$ cat config.mk
export PLATFORM = sky130hd
export DESIGN_NAME = pll_dyn_ctrl
export DESIGN_NICKNAME = d
export VERILOG_FILES = /design/src/rtl/pll_dyn_ctrl.sv
export SDC_FILE = /design/constraint.sdc
export NUM_CORES = 1
export LEC_CHECK = 0
export ABC_CLOCK_PERIOD_IN_PS = 4400
export BUFFER_PORTS_ARGS = -buffer_cell sky130_fd_sc_hd__buf_2
export CORE_MARGIN = 2
export CORE_UTILIZATION = 60
export CTS_CLUSTER_SIZE = 16
export DETAILED_ROUTE_END_ITERATION = 7
export PLACE_DENSITY = 0.88
export SYNTH_ARGS = -nofsm -noshare
export SYNTH_HDL_FRONTEND = slang
export SYNTH_SLANG_ARGS = --single-unit
$ cat constraint.sdc
create_clock -name clk -period 4.4 [get_ports clk]
set_input_delay 0.88 -clock clk [delete_from_list [all_inputs] [get_ports clk]]
set_output_delay 0.88 -clock clk [all_outputs]
set_load 0.01 [all_outputs]
$ cat src/rtl/pll_dyn_ctrl.sv
// pll_dyn_ctrl: push-button driven switcher between two PLLVR divider presets.
// Debounces the key, sequences PLL reset and lock qualification on every
// switch, and reports busy / locked / sticky timeout status.
module pll_dyn_ctrl #(
    parameter int          DEBOUNCE_CYCLES = 270000,
    parameter int          RESET_HOLD      = 16,
    parameter int          LOCK_STABLE     = 64,
    parameter int          LOCK_TIMEOUT    = 1048576,
    parameter bit          KEY_INV         = 1'b0,
    parameter int          CFG0_FBDIV      = 9,
    parameter int          CFG0_IDIV       = 2,
    parameter logic [5:0]  CFG0_ODIV       = 6'b111100,
    parameter int          CFG1_FBDIV      = 12,
    parameter int          CFG1_IDIV       = 5,
    parameter logic [5:0]  CFG1_ODIV       = 6'b111000
) (
    input  logic       clk,
    input  logic       rst,
    input  logic       key,
    input  logic       pll_lock,
    output logic [5:0] fdiv,
    output logic [5:0] idiv,
    output logic [5:0] odiv,
    output logic       pll_reset,
    output logic       sel,
    output logic       busy,
    output logic       locked,
    output logic       err
);

    localparam int DB_W = (DEBOUNCE_CYCLES > 2) ? $clog2(DEBOUNCE_CYCLES) : 1;
    localparam int HD_W = $clog2(RESET_HOLD + 1);
    localparam int ST_W = (LOCK_STABLE > 2) ? $clog2(LOCK_STABLE) : 1;
    localparam int TO_W = (LOCK_TIMEOUT > 2) ? $clog2(LOCK_TIMEOUT) : 1;

    localparam logic [DB_W-1:0] DB_LAST   = DB_W'(DEBOUNCE_CYCLES - 1);
    // The hold counter is already 0 while reset is asserted, so counting up to
    // RESET_HOLD gives RESET_HOLD high cycles after release and one extra
    // cycle after a switch (the SWITCH->RESET_HOLD entry cycle).
    localparam logic [HD_W-1:0] HOLD_LAST = HD_W'(RESET_HOLD);
    localparam logic [ST_W-1:0] ST_LAST   = ST_W'(LOCK_STABLE - 1);
    localparam logic [TO_W-1:0] TO_LAST   = TO_W'(LOCK_TIMEOUT - 1);

    // PLL-native encoding: feedback and input dividers are inverted selects.
    localparam logic [5:0] P0_FDIV = ~(6'(CFG0_FBDIV));
    localparam logic [5:0] P0_IDIV = ~(6'(CFG0_IDIV));
    localparam logic [5:0] P1_FDIV = ~(6'(CFG1_FBDIV));
    localparam logic [5:0] P1_IDIV = ~(6'(CFG1_IDIV));

    typedef enum logic [2:0] {
        S_RESET_HOLD,
        S_WAIT_LOCK,
        S_LOCKED,
        S_ERROR,
        S_SWITCH
    } state_t;

    state_t          r_state;
    state_t          w_state_nxt;

    logic            r_key_m;
    logic            r_key_s;
    logic            r_lock_m;
    logic            r_lock_s;
    logic            r_key_db;
    logic [DB_W-1:0] r_db_cnt;
    logic            r_press;

    logic [HD_W-1:0] r_hold_cnt;
    logic [ST_W-1:0] r_stable_cnt;
    logic [TO_W-1:0] r_tmo_cnt;

    logic [5:0]      r_fdiv;
    logic [5:0]      r_idiv;
    logic [5:0]      r_odiv;
    logic            r_pll_reset;
    logic            r_sel;
    logic            r_busy;
    logic            r_locked;
    logic            r_err;

    logic            w_key_in;

    assign w_key_in = key ^ KEY_INV;

    // Two-flop synchronisers for the asynchronous key and PLL lock inputs.
    always_ff @(posedge clk or posedge rst) begin
        if (rst) begin
            r_key_m  <= 1'b0;
            r_key_s  <= 1'b0;
            r_lock_m <= 1'b0;
            r_lock_s <= 1'b0;
        end else begin
            r_key_m  <= w_key_in;
            r_key_s  <= r_key_m;
            r_lock_m <= pll_lock;
            r_lock_s <= r_lock_m;
        end
    end

    // Debounce: accept a new key level after DEBOUNCE_CYCLES consecutive
    // differing samples; emit a one-cycle press on an accepted rising level.
    always_ff @(posedge clk or posedge rst) begin
        if (rst) begin
            r_key_db <= 1'b0;
            r_db_cnt <= '0;
            r_press  <= 1'b0;
        end else begin
            r_press <= 1'b0;
            if (r_key_s == r_key_db) begin
                r_db_cnt <= '0;
            end else if (r_db_cnt == DB_LAST) begin
                r_key_db <= ~r_key_db;
                r_db_cnt <= '0;
                r_press  <= ~r_key_db;
            end else begin
                r_db_cnt <= r_db_cnt + 1'b1;
            end
        end
    end

    // Sequencer state register.
    always_ff @(posedge clk or posedge rst) begin
        if (rst) begin
            r_state <= S_RESET_HOLD;
        end else begin
            r_state <= w_state_nxt;
        end
    end

    // Next-state logic; lock qualification wins over timeout, lock loss wins
    // over a coincident press, and presses in busy states are simply dropped.
    always_comb begin
        w_state_nxt = r_state;
        case (r_state)
            S_RESET_HOLD: begin
                if (r_hold_cnt == HOLD_LAST) w_state_nxt = S_WAIT_LOCK;
            end
            S_WAIT_LOCK: begin
                if (r_lock_s && (r_stable_cnt == ST_LAST)) w_state_nxt = S_LOCKED;
                else if (r_tmo_cnt == TO_LAST)             w_state_nxt = S_ERROR;
            end
            S_LOCKED: begin
                if (!r_lock_s)   w_state_nxt = S_WAIT_LOCK;
                else if (r_press) w_state_nxt = S_SWITCH;
            end
            S_ERROR: begin
                if (r_press) w_state_nxt = S_SWITCH;
            end
            S_SWITCH: begin
                w_state_nxt = S_RESET_HOLD;
            end
            default: begin
                w_state_nxt = S_RESET_HOLD;
            end
        endcase
    end

    // Phase counters; each clears whenever its state is entered or left.
    always_ff @(posedge clk or posedge rst) begin
        if (rst) begin
            r_hold_cnt   <= '0;
            r_stable_cnt <= '0;
            r_tmo_cnt    <= '0;
        end else begin
            if ((r_state == S_RESET_HOLD) && (w_state_nxt == S_RESET_HOLD))
                r_hold_cnt <= r_hold_cnt + 1'b1;
            else
                r_hold_cnt <= '0;

            if ((r_state == S_WAIT_LOCK) && (w_state_nxt == S_WAIT_LOCK)) begin
                r_stable_cnt <= r_lock_s ? (r_stable_cnt + 1'b1) : '0;
                r_tmo_cnt    <= r_tmo_cnt + 1'b1;
            end else begin
                r_stable_cnt <= '0;
                r_tmo_cnt    <= '0;
            end
        end
    end

    // Registered outputs decoded from the next state; presets load only on
    // entry to SWITCH so dividers settle before the PLL reset pulse begins.
    always_ff @(posedge clk or posedge rst) begin
        if (rst) begin
            r_pll_reset <= 1'b1;
            r_busy      <= 1'b1;
            r_locked    <= 1'b0;
            r_err       <= 1'b0;
            r_sel       <= 1'b0;
            r_fdiv      <= P0_FDIV;
            r_idiv      <= P0_IDIV;
            r_odiv      <= CFG0_ODIV;
        end else begin
            r_pll_reset <= (w_state_nxt == S_RESET_HOLD);
            r_busy      <= (w_state_nxt == S_RESET_HOLD) || (w_state_nxt == S_WAIT_LOCK);
            r_locked    <= (w_state_nxt == S_LOCKED);
            if (w_state_nxt == S_ERROR)       r_err <= 1'b1;
            else if (w_state_nxt == S_LOCKED) r_err <= 1'b0;
            if (w_state_nxt == S_SWITCH) begin
                r_sel  <= ~r_sel;
                r_fdiv <= r_sel ? P0_FDIV   : P1_FDIV;
                r_idiv <= r_sel ? P0_IDIV   : P1_IDIV;
                r_odiv <= r_sel ? CFG0_ODIV : CFG1_ODIV;
            end
        end
    end

    assign fdiv      = r_fdiv;
    assign idiv      = r_idiv;
    assign odiv      = r_odiv;
    assign pll_reset = r_pll_reset;
    assign sel       = r_sel;
    assign busy      = r_busy;
    assign locked    = r_locked;
    assign err       = r_err;

endmodule
==> flow_summary.ini, run 1 <==
[setup_path]
critPathArrivalTime_ps = 1010
critPathRequiredTime_ps = 3520
cp_slowest_cell = dfstp_2
crit_family = flip-flops
crit_end = idiv[2]
worstSetupPathType = flop to primary output
cp-start-kind = flop
critPathMaxStageDelay_ps = 550
path_max_fanout = 5
cp-startpoint = idiv[0]
r2r-end = r_tmo_cnt[17]
crit_buf_inv = 1
r2r_slack_ps = 2520
worst_setup_path_end_kind = primary output
r2r_start = r_tmo_cnt[0]
crit_cells = 1
ff2ff_path_depth = 6
path_cells = buf_2

[timing]
finalCritPeriodShare = 0.4298
fin_skew_ps = 6.789
setup_viol = 0
finalCriticalPeriod_ps = 1891
rsz0062_at_grt = no
setup_ws_ps = 2509
slew_viol_final = 0
hold_violations = 0
worst_pin_slew_ps = 716.6
setup_tns_ps = 0
slew-limit-headroom = 0.5216
max_freq_mhz = 528.8

[status]
outcome = complete, no violations

[synthesis]
synth_area_sq_mm = 0.003100
avgSynthCellArea_sq_um = 10.44
synthXorXnorAreaFrac = 0.1186
synth_edf_count = 0
synth_ff_type = dfrtp_1
synth-compound-area-share = 0.03390
async_flop_share = 1.000
synthCells = 297
muxShareOfSynthArea = 0.01453
ys_ff_latch = 65
synth_cell_types = 42
yosys_warnings = 0
ys_seq_area_frac = 0.5258
synth-simple-area-share = 0.2240
synth_top_family_by_area = simple AND/OR/NAND/NOR gates
synth_fa_ha_area_frac = 0.02018

[global_route]
grt_max_degree = 37
grt_pass1_vias = 2012
overflow = 0
antenna_found_initial = 0
grt_usage = 0.2114
grt_first_pass_wirelength_um = 8914

[route]
viasPerCell = 5.198
vias = 2022
ant_nets = 0
dr_wl_met2_um = 2549
drc = 0
drt_pass1_iterations = 4
dr.max_layer_used = met4
wirelength_um = 5046
wl_met1_um = 2268
wl_met3_um = 165
drt_iter0_markers = 76
wl_per_cell_um = 12.97

[placed_design]
numPortBuffers = 14
post-dp-hpwl_um = 3473
dp_slack_ps = 2476
post_dp_cell_area_sq_mm = 0.003157
dp.cells = 373
place_congestion = 0.7967

[floorplan]
die_y_um = 75.89
coreArea_sq_mm = 0.005042
row_count = 26
die_x_um = 75.89
initial_core_util = 0.6149
io_pins = 27
die_area_sq_mm = 0.005759

[cells_and_area]
syn_to_final_growth_pct = 8.192
final_cell_count_no_fill = 389
postLayoutCoreUtil = 0.6653
design_area_sq_mm = 0.003354
drive_above_1_share = 0.1536
final_nets = 323
diodes = 0

[cts]
clockRootBuffer = clkbuf_8
cts_max_path_buffers = 2
cts_hold_buf = 0
clock_latency_ps = 330
cts_tree = built
cts_resized = 0
cts_setup_buffers = 0
cts_buffers = 9
htree_levels = 3
clkTransAtPathRegs_ps = 70
cts_sinks = 65

[pwr]
power_density_mw_per_mm2 = 338.3
leakagePower_nw = 1.538
vdd_drop_max_mv = 0.2656

[worst_hold_path]
min_path_type = flop to flop

[job]
drv_cap = 0
==> worst min-delay path by stage <==
stage | from | end | slack, ps | depth (start not counted)
finish | r_key_m | r_key_s | 370 | 0
detailed placement | r_key_m | r_key_s | 340 | 0
global placement | r_key_m | r_key_s | 340 | 0
global route | r_key_m | r_key_s | 370 | 0
CTS | r_key_m | r_key_s | 360 | 0
floorplan | r_key_m | r_key_s | 330 | 0
==> report_power, final <==
part | internal (mW) | leakage [nW] | switching (mW)
registers | 0.604 | 0.873 | 0.00568
logic | 0.00653 | 0.564 | 0.0236
clock network | 0.278 | 0.101 | 0.216
==> synth_stat cells (2+ instances only) <==
| master | count | share of area |
|---|---|---|
| nand3_1 | 18 | 0.029 |
| nor4_1 | 5 | 0.010 |
| and3_1 | 3 | 0.0061 |
| inv_1 | 11 | 0.013 |
| buf_4 | 18 | 0.044 |
| nor3_1 | 4 | 0.0065 |
| conb_1 | 2 | 0.0024 |
| nor2b_1 | 3 | 0.0061 |
| a21oi_1 | 2 | 0.0032 |
| nand2_2 | 2 | 0.0040 |
| nand4_1 | 10 | 0.020 |
| xor2_1 | 24 | 0.068 |
| nor2_1 | 61 | 0.074 |
| nor3b_1 | 2 | 0.0048 |
| dfrtp_1 | 62 | 0.50 |
| xnor2_1 | 18 | 0.051 |
| mux2_2 | 4 | 0.015 |
| nand2_1 | 17 | 0.021 |
| a211oi_2 | 2 | 0.0081 |
| dfstp_2 | 3 | 0.025 |
| ha_1 | 5 | 0.020 |
==> state kept, by name, summed over array words and instances (netlist names), 2 cells and up <==
| name | cells |
|---|---|
| r_tmo_cnt | 20 |
| r_db_cnt | 19 |
| r_stable_cnt | 6 |
| r_hold_cnt | 5 |
| r_state | 3 |
| idiv | 2 |
==> cells by family after synthesis <==
family	Yosys count
and+or+nand+nor	136
DFF	65
xor gates and xnor gates	42
buffers and inverters	30
AOI/OAI and AO/OA	13
adders and majority gates	5
muxes	4
other	2
==> layout make-up <==
cell class / count / area, sq um
Tap cell: 70 / 87.58
Clock inverter: 4 / 52.55
Clock buffer: 12 / 145.1
Multi-Input combinational cell: 212 / 1320
Sequential cell: 65 / 1630
Timing Repair Buffer: 15 / 77.57
Inverter: 11 / 41.29
Fill cell: 382 / 1688
==> per-layer routing <==
| metal | vias to the layer above | global-route usage |
|---|---|---|
| li1 | 1003 | - |
| met1 | 986 | 0.2588 |
| met2 | 27 | 0.3458 |
| met3 | 6 | 0.07143 |
| met4 | 0 | 0.08382 |
| met5 | - | 0 |
==> per-stage QoR <==
step | power [mW] | hold WS (ps)
finish | 1.135 | 366.7
global route | 1.175 | 367.7
CTS | 1.149 | 364.9
detailed placement | 0.6502 | 336.3
global placement | 0.6484 | 343.3
floorplan | 0.6501 | 331.2
==> placed cells by master, fill, tap and decap left out, drive strengths merged, types with 4 or more instances in the layout <==
cell	n
buf	15
clkbuf	12
conb	12
dfrtp	62
ha	5
inv	11
mux2	4
nand2	19
nand3	19
nand4	11
nor2	61
nor3	5
nor4	6
xnor2	18
xor2	24
(Power assumes the default switching activity.)
==> inputs of run 2 (changes only) <==
Settings changed: ABC_CLOCK_PERIOD_IN_PS 4400 to 1500, CORE_UTILIZATION 60 to 53, PLACE_DENSITY 0.88 to 0.83.
Clock period 4.4 ns to 1.5 ns, I/O delays scaled along.
==> flow_summary.ini, run 2 (synthesis results as in run 1) <==
[setup_path]
cp-start-kind = flop
critPathArrivalTime_ps = 1900
path_max_fanout = 4
critPathRequiredTime_ps = 1750
worstSetupPathType = flop to flop
worst_setup_path_end_kind = flop

[cts]
cts_tree = built
cts_sinks = 65
cts_max_path_buffers = 2
cts_buffers = 9
cts_hold_buf = 0
clock_latency_ps = 350
clockRootBuffer = clkbuf_8
clkTransAtPathRegs_ps = 70
htree_levels = 3

[cells_and_area]
largest_reg_flops = 20
final_cell_count_no_fill = 450
regArea_sq_mm = 0.001630
final_nets = 382
postLayoutCoreUtil = 0.7230
diodes = 0
regMostFlops = r_tmo_cnt
drive_above_1_share = 0.3624
layout_common_cells = dfrtp_1, nor2_1, buf_4
nFillCells = 337
layout_commonest_cell = dfrtp_1
multi_input_area_sq_mm = 0.001525
reg_top3 = r_tmo_cnt x20, r_db_cnt x19, r_stable_cnt x6
syn_to_final_growth_pct = 29.98

[global_route]
grt_pass1_vias = 2389
grt_max_degree = 66
antenna_found_initial = 0
overflow = 0
grt_first_pass_wirelength_um = 10660
grt_usage = 0.2197

[pwr]
power_density_mw_per_mm2 = 785.0
power_mw = 3.164
vdd_drop_max_mv = 0.7995
p_clk_frac = 0.393
power_frac_seq = 0.565
switching_share = 0.2372
p_comb_frac = 0.043
power_switching_uw = 750.3
intPower_mw = 2.413
leakagePower_nw = 1.866

[route]
vias = 2396
wl_per_cell_um = 15.35
drt_pass1_iterations = 4
viasPerCell = 5.324
ant_nets = 0
drt_iter0_markers = 128
drc = 0
wirelength_um = 6907

[placed_design]
post-dp-hpwl_um = 4056
dp.cells = 419
dp_slack_ps = -112.0
numPortBuffers = 14
place_congestion = 0.8311

[floorplan]
die_y_um = 80.49
die_x_um = 80.49
die_area_sq_mm = 0.006478
row_count = 27
io_pins = 27
initial_core_util = 0.5562
coreArea_sq_mm = 0.005574

[timing]
slew_viol_final = 0
hold_violations = 0
setup_ws_ps = -150.1
holdWs_ps = 8.578
finalCritPeriodShare = 1.100
rsz0062_at_grt = yes
setup_viol = 41
fin_skew_ps = 14.54
max_freq_mhz = 606.0
finalCriticalPeriod_ps = 1650

[status]
violations = negative setup slack
outcome = complete, but fails checks

[job]
drv_cap = 0

[worst_hold_path]
min_path_type = input pin to asynchronous set/reset pin
==> run 2: cell types whose count changed in the layout (fill, tap and decap cells not counted), moves of 4 or more <==
cell / before / now
buf_4: 1 / 49
nor2_1: 61 / 55
ha_1: 5 / 1
buf_6: 0 / 7
nand3_1: 18 / 14
==> run 2: cell type report <==
cell class | count | share of cell area
Clock buffer | 12 | 0.03353
Clock inverter | 4 | 0.005588
Multi-Input combinational cell | 213 | 0.3785
Inverter | 11 | 0.01118
Tap cell | 72 | 0.02235
Sequential cell | 65 | 0.4045
Timing Repair Buffer | 73 | 0.1444
==> run 2: power by group through the flow <==
stage | combinational [mW] | sequential [mW] | clock (mW)
3_5_place_dp | 0.118 | 1.82 | 0
2_1_floorplan | 0.0926 | 1.82 | 0
5_1_grt | 0.149 | 1.79 | 1.34
6_report | 0.135 | 1.79 | 1.24
4_1_cts | 0.125 | 1.79 | 1.25
3_3_place_gp | 0.113 | 1.82 | 0
==> run 2: repair_timing <==
item / CTS / global route
resized for setup: 19 / 22
gates cloned: 0 / 2
buffers inserted: 5 / 8
setup endpoints to repair: 46 / 57
pin swaps: 5 / 22
==> run 2: worst paths after layout <==
check                             startpoint             to  slack (ps)  cells after the start
worst min register to register      r_lock_m       r_lock_s         350                      0
worst max-delay path            r_tmo_cnt[0]  r_tmo_cnt[19]        -150                      7
worst max register to register  r_tmo_cnt[0]  r_tmo_cnt[19]        -150                      7
min in group clk                         key        r_key_m          60                      1
max in group asynchronous                rst        idiv[0]        1160                      3
worst min-delay path                     rst   r_tmo_cnt[7]           9                      3
==> run 2: worst max-delay path, stage by stage (launching register included) <==
cell and delay, ps:
dfrtp_1 400, buf_6 120, nand4_1 120, buf_6 170, nor4_4 290, buf_4 160, a21oi_2 40, a311oi_2 250
==> run 2: per-stage QoR <==
step	area (sq um)	setup TNS [ps]
5_1_grt	4030	-6946
3_5_place_dp	3562	-1926
2_1_floorplan	3186	-73.76
6_report	4030	-3367
3_3_place_gp	3562	-20.17
4_1_cts	3842	-253.7
==> run 2: routing by layer <==
layer	vias to the layer above	track usage	part of all wire
met1	1183	0.2539	0.40
met4	0	0.07288	0.025
li1	1120	-	-
met2	73	0.3808	0.53
met3	20	0.07528	0.039
met5	-	0	0
